--- config.mk ---
export PLATFORM = sky130hd
export DESIGN_NAME = seq_pair_monitor
export DESIGN_NICKNAME = d
export VERILOG_FILES = /design/src/rtl/seq_pair_monitor.sv
export SDC_FILE = /design/constraint.sdc
export NUM_CORES = 1
export LEC_CHECK = 0
export CORE_MARGIN = 2
export CORE_UTILIZATION = 35
export DETAILED_ROUTE_END_ITERATION = 8
export DONT_BUFFER_PORTS = 1
export PLACE_DENSITY_LB_ADDON = 0.05
export SLEW_MARGIN = 20
export SYNTH_ARGS = -nofsm -noshare
export SYNTH_HDL_FRONTEND = slang
export SYNTH_SLANG_ARGS = --single-unit
export TNS_END_PERCENT = 1
--- constraint.sdc ---
create_clock -name clk -period 1.79 [get_ports clk]
set_input_delay 0.358 -clock clk [delete_from_list [all_inputs] [get_ports clk]]
set_output_delay 0.358 -clock clk [all_outputs]
set_load 0.005 [all_outputs]
--- src/rtl/seq_pair_monitor.sv ---
// Receive-side monitor for the XOR / registered-AND pair link: re-aligns y1/y2 and counts pair classes per window.
// Optional macro SEQ_PAIR_MON_ERR_HALT_EN: the first illegal pair ends the window early.
module seq_pair_monitor #(
  parameter int unsigned WINDOW = 16,
  parameter int unsigned CNT_W  = 8
) (
  input  logic             clk,
  input  logic             reset_n,
  input  logic             y1_in,
  input  logic             y2_in,
  input  logic             start,
  input  logic             rpt_ready,
  output logic             busy,
  output logic             rpt_valid,
  output logic [CNT_W-1:0] cnt_zero,
  output logic [CNT_W-1:0] cnt_one,
  output logic [CNT_W-1:0] cnt_diff,
  output logic [CNT_W-1:0] cnt_ill,
  output logic             err,
  output logic [1:0]       state_dbg
);

  // Report handshake: rpt_valid rises on entry to REPORT and stays high, with counts and err
  // frozen, until the cycle where rpt_valid && rpt_ready; the monitor is back in IDLE after that edge.

  typedef enum logic [1:0] {
    IDLE   = 2'd0,
    ACCUM  = 2'd1,
    REPORT = 2'd2
  } state_t;

  localparam logic [15:0]      WIN_LAST = 16'(WINDOW - 1);
  localparam logic [CNT_W-1:0] CNT_MAX  = {CNT_W{1'b1}};

  state_t      state;
  state_t      state_nxt;
  logic        y1_d;
  logic [15:0] win_cnt;
  logic [1:0]  pair;

  // y1 of the previous cycle lines up with the y2 that arrives this cycle.
  assign pair      = {y1_d, y2_in};
  assign state_dbg = state;

  always_comb begin
    state_nxt = state;
    case (state)
      IDLE: begin
        if (start) state_nxt = ACCUM;
      end
      ACCUM: begin
        if (win_cnt == WIN_LAST) state_nxt = REPORT;
`ifdef SEQ_PAIR_MON_ERR_HALT_EN
        if (pair == 2'b11) state_nxt = REPORT;
`endif
      end
      REPORT: begin
        if (rpt_ready) state_nxt = IDLE;
      end
      default: state_nxt = IDLE;
    endcase
  end

  always_ff @(posedge clk or negedge reset_n) begin
    if (!reset_n) begin
      state     <= IDLE;
      busy      <= 1'b0;
      rpt_valid <= 1'b0;
    end else begin
      state     <= state_nxt;
      busy      <= (state_nxt != IDLE);
      rpt_valid <= (state_nxt == REPORT);
    end
  end

  always_ff @(posedge clk or negedge reset_n) begin
    if (!reset_n) begin
      y1_d     <= 1'b0;
      win_cnt  <= '0;
      cnt_zero <= '0;
      cnt_one  <= '0;
      cnt_diff <= '0;
      cnt_ill  <= '0;
      err      <= 1'b0;
    end else begin
      y1_d <= y1_in;
      if (state == IDLE && start) begin
        win_cnt  <= '0;
        cnt_zero <= '0;
        cnt_one  <= '0;
        cnt_diff <= '0;
        cnt_ill  <= '0;
        err      <= 1'b0;
      end else if (state == ACCUM) begin
        win_cnt <= win_cnt + 16'd1;
        // Counters stick at all-ones rather than wrapping.
        case (pair)
          2'b00: if (cnt_zero != CNT_MAX) cnt_zero <= cnt_zero + 1'b1;
          2'b01: if (cnt_one  != CNT_MAX) cnt_one  <= cnt_one + 1'b1;
          2'b10: if (cnt_diff != CNT_MAX) cnt_diff <= cnt_diff + 1'b1;
          default: begin
            if (cnt_ill != CNT_MAX) cnt_ill <= cnt_ill + 1'b1;
            err <= 1'b1;
          end
        endcase
      end
    end
  end

endmodule

# Word-level counts from Yosys, hierarchy flattened
# Cells that the tools add are included.
[totals]
register_bits = 54
in_bits = 6
output_inout_bits = 37
elab_cells = 69
[op_classes]
addsub = 5
eq_ne = 11
muxes = 25
reduce_logical = 18
[ops]
columns = ["op", "count"]
rows = [
  ["$mux W8", 16],
  ["$add A8 B1 Y8 const B", 4],
  ["$mux W16", 2],
  ["$ne A8 B8 Y1 const B", 4],
  ["$reduce_bool A2 Y1", 9],
  ["$add A16 B1 Y16 const B", 1],
  ["$eq A16 B4 Y1 const B", 1],
  ["$reduce_and A3 Y1", 4],
  ["$eq A2 B2 Y1 const B", 3],
  ["$mux W2", 3],
  ["$pmux W2 S3", 1],
  ["$eq A2 B1 Y1 const B", 2],
  ["$logic_not A2 Y1", 2],
  ["$mux W1", 3],
  ["$reduce_or A3 Y1", 1],
  ["$ne A2 B1 Y1 const B", 1],
  ["$reduce_and A2 Y1", 1],
  ["$logic_and A1 B1 Y1", 1],
]

# Logic depth before layout (Yosys ltp)
# Gate-level depths: netlist of the first run.
[depth]
word_depth = 5
mapped_depth = 6
ltp_nobuf = 5

# Worst setup path after synthesis of the first run
# OpenSTA, ideal clock, no wires.
[synth_timing]
kind = "register to register"
start = "register cnt_zero[0]"
end = "register cnt_zero[4]"
setup_ns = 0.121
arrival_time_ns = 1.438
t_required_ns = 1.669
path_slack_ns = 0.231
path_stages_with_launch = 6
path_buffers = 0
period_less_slack_ns = 1.559
path_cell_list = "dfrtp_1 > ha_1 > nor3b_2 > nand4_1 > mux2_1 > a22o_1"
[synth_via]
elab_chain_cells = 5
elab_cells_between_ends = 8
classes_between = "add/sub: 1; eq/ne: 1; mux: 4; reduce/logical: 2"
[synth_lines]
columns = ["element", "line", "source"]
rows = [
  ["from (decl)", "15", "output logic [CNT_W-1:0] cnt_zero,"],
  ["from (signal assigned)", "98", "2'b00: if (cnt_zero != CNT_MAX) cnt_zero <= cnt_zero + 1'b1;"],
  ["$add A8 B1 Y8", "98", ""],
  ["$mux W8", "98", ""],
  ["$mux W8", "97", "case (pair)"],
  ["$mux W8", "94", "end else if (state == ACCUM) begin"],
  ["$mux W8", "87", "if (state == IDLE && start) begin"],
]
# Parallel ways exist; a longest one is shown, timed or not. The select of a mux whose other input is x is not followed.
# A chain may end at the register's enable or synchronous reset.

# Worst setup path after layout of the first run
# Same ends and word-level chain as after synthesis.

==> results summary, run 1 <==
The number of enable-type register cells in the synthesized netlist is 0. The count of pins over their slew limit is 0. The weighted congestion at the end of routability-driven global placement came out at 0.750. The final setup skew came out at 0.00659 ns.

The number of cells produced by synthesis is 306. For this run, the leading register cell type out of synthesis is sky130_fd_sc_hd__dfrtp_1. The worst setup path is captured at a flip-flop. In this run the count of I/O pins placed on the die edge is 43. The largest voltage drop on the vdd net is 0.486 mV. TritonCTS built the clock tree. The global router's overall resource usage is 17.0%.

The post-synthesis cell type with the largest combined area is sky130_fd_sc_hd__dfrtp_1. The wire length of the first global-routing pass came out at 12100 µm. The slowest stage of the critical path is the sky130_fd_sc_hd__dfrtp_1 cell. The post-synthesis sequential area ratio came out at 46.7%. The final clock period utilization by the worst path came out at 91.7%.

The root buffer cell chosen for the clock tree is sky130_fd_sc_hd__clkbuf_8. The via-per-instance ratio is 5.63. The required time at the worst-slack endpoint came out at 1.99 ns. The post-synthesis to final-layout area growth came out at 11.7%. Setup repair after global routing left no endpoint under its margin. By area the synthesized netlist is led by sky130_fd_sc_hd__dfrtp_1, sky130_fd_sc_hd__nand2_1, sky130_fd_sc_hd__nand3_1.

The wire length reported by the detailed router is 7120 µm. The routed wirelength normalized by instance count is 16.6 µm. The startpoint type of the worst setup path is a flip-flop. The total number of clock tree sinks is 54. The synthesized netlist net count came out at 317. The share of flip-flops with an asynchronous set or reset came out at 100%. The area of the die came out at 9010 µm². The shortest period the worst path allows is 1.64 ns. Port buffering added 0 buffers. The flow ran to the end, and the final reports show no timing, DRC or antenna violations. The number of rows in the core area is 33.

The share of post-route cells with drive strength above 1 came out at 9.60%. The global route total overflow came out at 0. The initial antenna violation count came to 0. The most common cell in the synthesized netlist is sky130_fd_sc_hd__dfrtp_1. The clock passes through at most 2 buffers. The initial cell density of the core came out at 35.7%. Together, buffers and inverters on the worst path number 0. Headroom to the max-slew limit came out at 53.2%. The maximum fanout count along the critical path is 4. Max-cap violations in this run came to 0.

The worst hold path belongs to the class in2reg. Yosys printed 0 warnings. Among cell families on the critical path, the largest total delay comes from simple AND/OR/NAND/NOR gates. The number of design rule violations left after detail routing came out at 0. The post-detailed-placement half-perimeter wirelength came out at 4970 µm.

The floorplan die width is 94.9 µm. The accumulated negative setup slack came out at 0 ns. The clock tree synthesis step divided the H-tree into 2 levels.

After the first detailed-routing iteration, the DRC count stood at 107. The antenna diode instance count is 0. The placeable core area came out at 8090 µm². The clock latency on the worst-skew pair is 0.31 ns. Based on the critical path, the design can be clocked at up to 0.609 GHz. The total power per unit cell area is 1230 nW/µm². The number of clock buffers added by TritonCTS is 5. The actual transition at the worst max-transition pin is 0.701 ns. The largest net degree at the start of global routing is 55. At the end of the flow, the number of nets in the layout was 333.

The setup path with the least slack is of type reg2reg. The commonest cells after synthesis are sky130_fd_sc_hd__dfrtp_1, sky130_fd_sc_hd__nand2_1, sky130_fd_sc_hd__nand3_1. The mean post-synth cell area is 9.45 µm². The die is 94.9 µm tall. The number of endpoints with negative hold slack in the final report came out at 0. The share of the synthesized area in the top cell type is 46.7%. In this run the remaining antenna-violating nets after routing total 0. The leakage power of the design is 1.39 nW. The synthesized design contains 54 register bits. The unique cell type count in the Yosys netlist is 50. Data arrives at the worst endpoint at 1.84 ns. The delay of the slowest critical-path stage is 0.37 ns. The setup-violating endpoint count in the final report came out at 0. The number of global-route vias before repair came out at 2324. Once layout is complete, the utilization of the core stands at 39.9%.

The post-synthesis instance area came out at 2890 µm². The clock input transition at the sequential cells of the worst setup and hold paths is 0.10 ns. The signal on the critical path passes through ha_1 -> nor3b_2 -> nand4_1 -> mux2_1 -> a22o_1.

The total number of vias is 2409. The number of search-and-repair iterations in the first detailed-routing pass came out at 4.
-- registers in the layout, summed over array words and instances, names as in the netlist --
name and flops:
y1_d 1, rpt_valid 1, cnt_ill 8, cnt_zero 8
cnt_diff 8, cnt_one 8, state_dbg 2, busy 1
win_cnt 16, err 1
-- layout make-up --
cell class | instances | area, µm²
clock buffers | 7 | 86.3
well taps | 105 | 131
clock inverters | 1 | 5.00
flip-flops and latches | 54 | 1350
multi-input cells | 236 | 1470
inverters | 6 | 22.5
repair buffers | 19 | 165
fillers | 835 | 4860
-- power by group --
part / switching, mW / internal, mW
Combinational: 0.670 / 0.558
Sequential: 0.447 / 1.59
Clock: 0.396 / 0.313
-- placed cells by master (no fill, tap or decap), types with 6 or more instances in the layout --
master	instances
sky130_fd_sc_hd__nand3_1	25
sky130_fd_sc_hd__dfrtp_1	53
sky130_fd_sc_hd__o21ai_0	23
sky130_fd_sc_hd__buf_4	17
sky130_fd_sc_hd__inv_1	6
sky130_fd_sc_hd__nand4_1	12
sky130_fd_sc_hd__mux2i_1	6
sky130_fd_sc_hd__nor2_1	19
sky130_fd_sc_hd__nand2_1	37
sky130_fd_sc_hd__and3_1	13
sky130_fd_sc_hd__a21oi_1	14
sky130_fd_sc_hd__clkbuf_8	6
sky130_fd_sc_hd__or3_1	8
-- final timing paths --
kind                             start  slack, ns  cells after the start     endpoint
max reg2reg                cnt_zero[0]       0.15                      5  cnt_zero[4]
min in group asynchronous      reset_n       0.58                      2   cnt_one[3]
max                        cnt_zero[0]       0.15                      5  cnt_zero[4]
max in group asynchronous      reset_n       0.95                      2  cnt_zero[0]
min                              y1_in       0.07                      0         y1_d
min reg2reg                win_cnt[15]       0.48                      1  win_cnt[15]
-- kinds of logic (layout without fill, tap and decap cells) --
logic type / count (synthesis) / count (layout) / synth area share, %
simple gates: 142 / 142 / 25.9
compound gates: 74 / 74 / 17.6
flops: 54 / 54 / 46.7
buf+inv: 16 / 33 / 2.55
mux: 9 / 9 / 3.24
xor+xnor: 6 / 6 / 1.82
fa+ha+maj: 5 / 5 / 2.16
-- layer usage --
metal / part of all wire [%] / up-vias / global-route usage, %
li1: - / 1172 / -
met1: 48 / 1182 / 24.1
met2: 46 / 49 / 26.3
met3: 5.0 / 6 / 4.47
met4: 0.96 / 0 / 3.62
met5: 0 / - / 0
-- stage by stage --
stage	power, mW	area [µm²]	worst slack, ns	cells	hold WS, ns
after global placement	3.27	3100	0.151	418	0.0638
final	3.97	3230	0.148	428	0.0736
after detailed placement	3.27	3100	0.141	418	0.0650
after floorplan	2.77	2890	0.231	306	0.0624
after CTS	4.03	3230	0.118	428	0.0599
after global routing	4.33	3230	0.0365	428	0.0406
-- worst reg2reg max path: stages (launching register included) --
cell                      delay, ns
sky130_fd_sc_hd__dfrtp_1       0.37
sky130_fd_sc_hd__ha_1          0.21
sky130_fd_sc_hd__nor3b_2       0.32
sky130_fd_sc_hd__nand4_1       0.15
sky130_fd_sc_hd__mux2_1        0.33
sky130_fd_sc_hd__a22o_1        0.17
-- what timing repair did --
action,CTS,global route
setup endpoints to repair,0,1
resized for setup,0,1
hold buffers,2,0
endpoints found under the hold margin,54,0
setup buffers,0,0
Note: power is estimated with default switching activity, not from simulation.
==> run 2, diff against run 1 <==
ABC_CLOCK_PERIOD_IN_PS = 1790   (was unset)
CAP_MARGIN = 0   (was unset)
==> results of run 2 <==
Same layout as run 1: the final DEF is identical, and so are final timing and power.
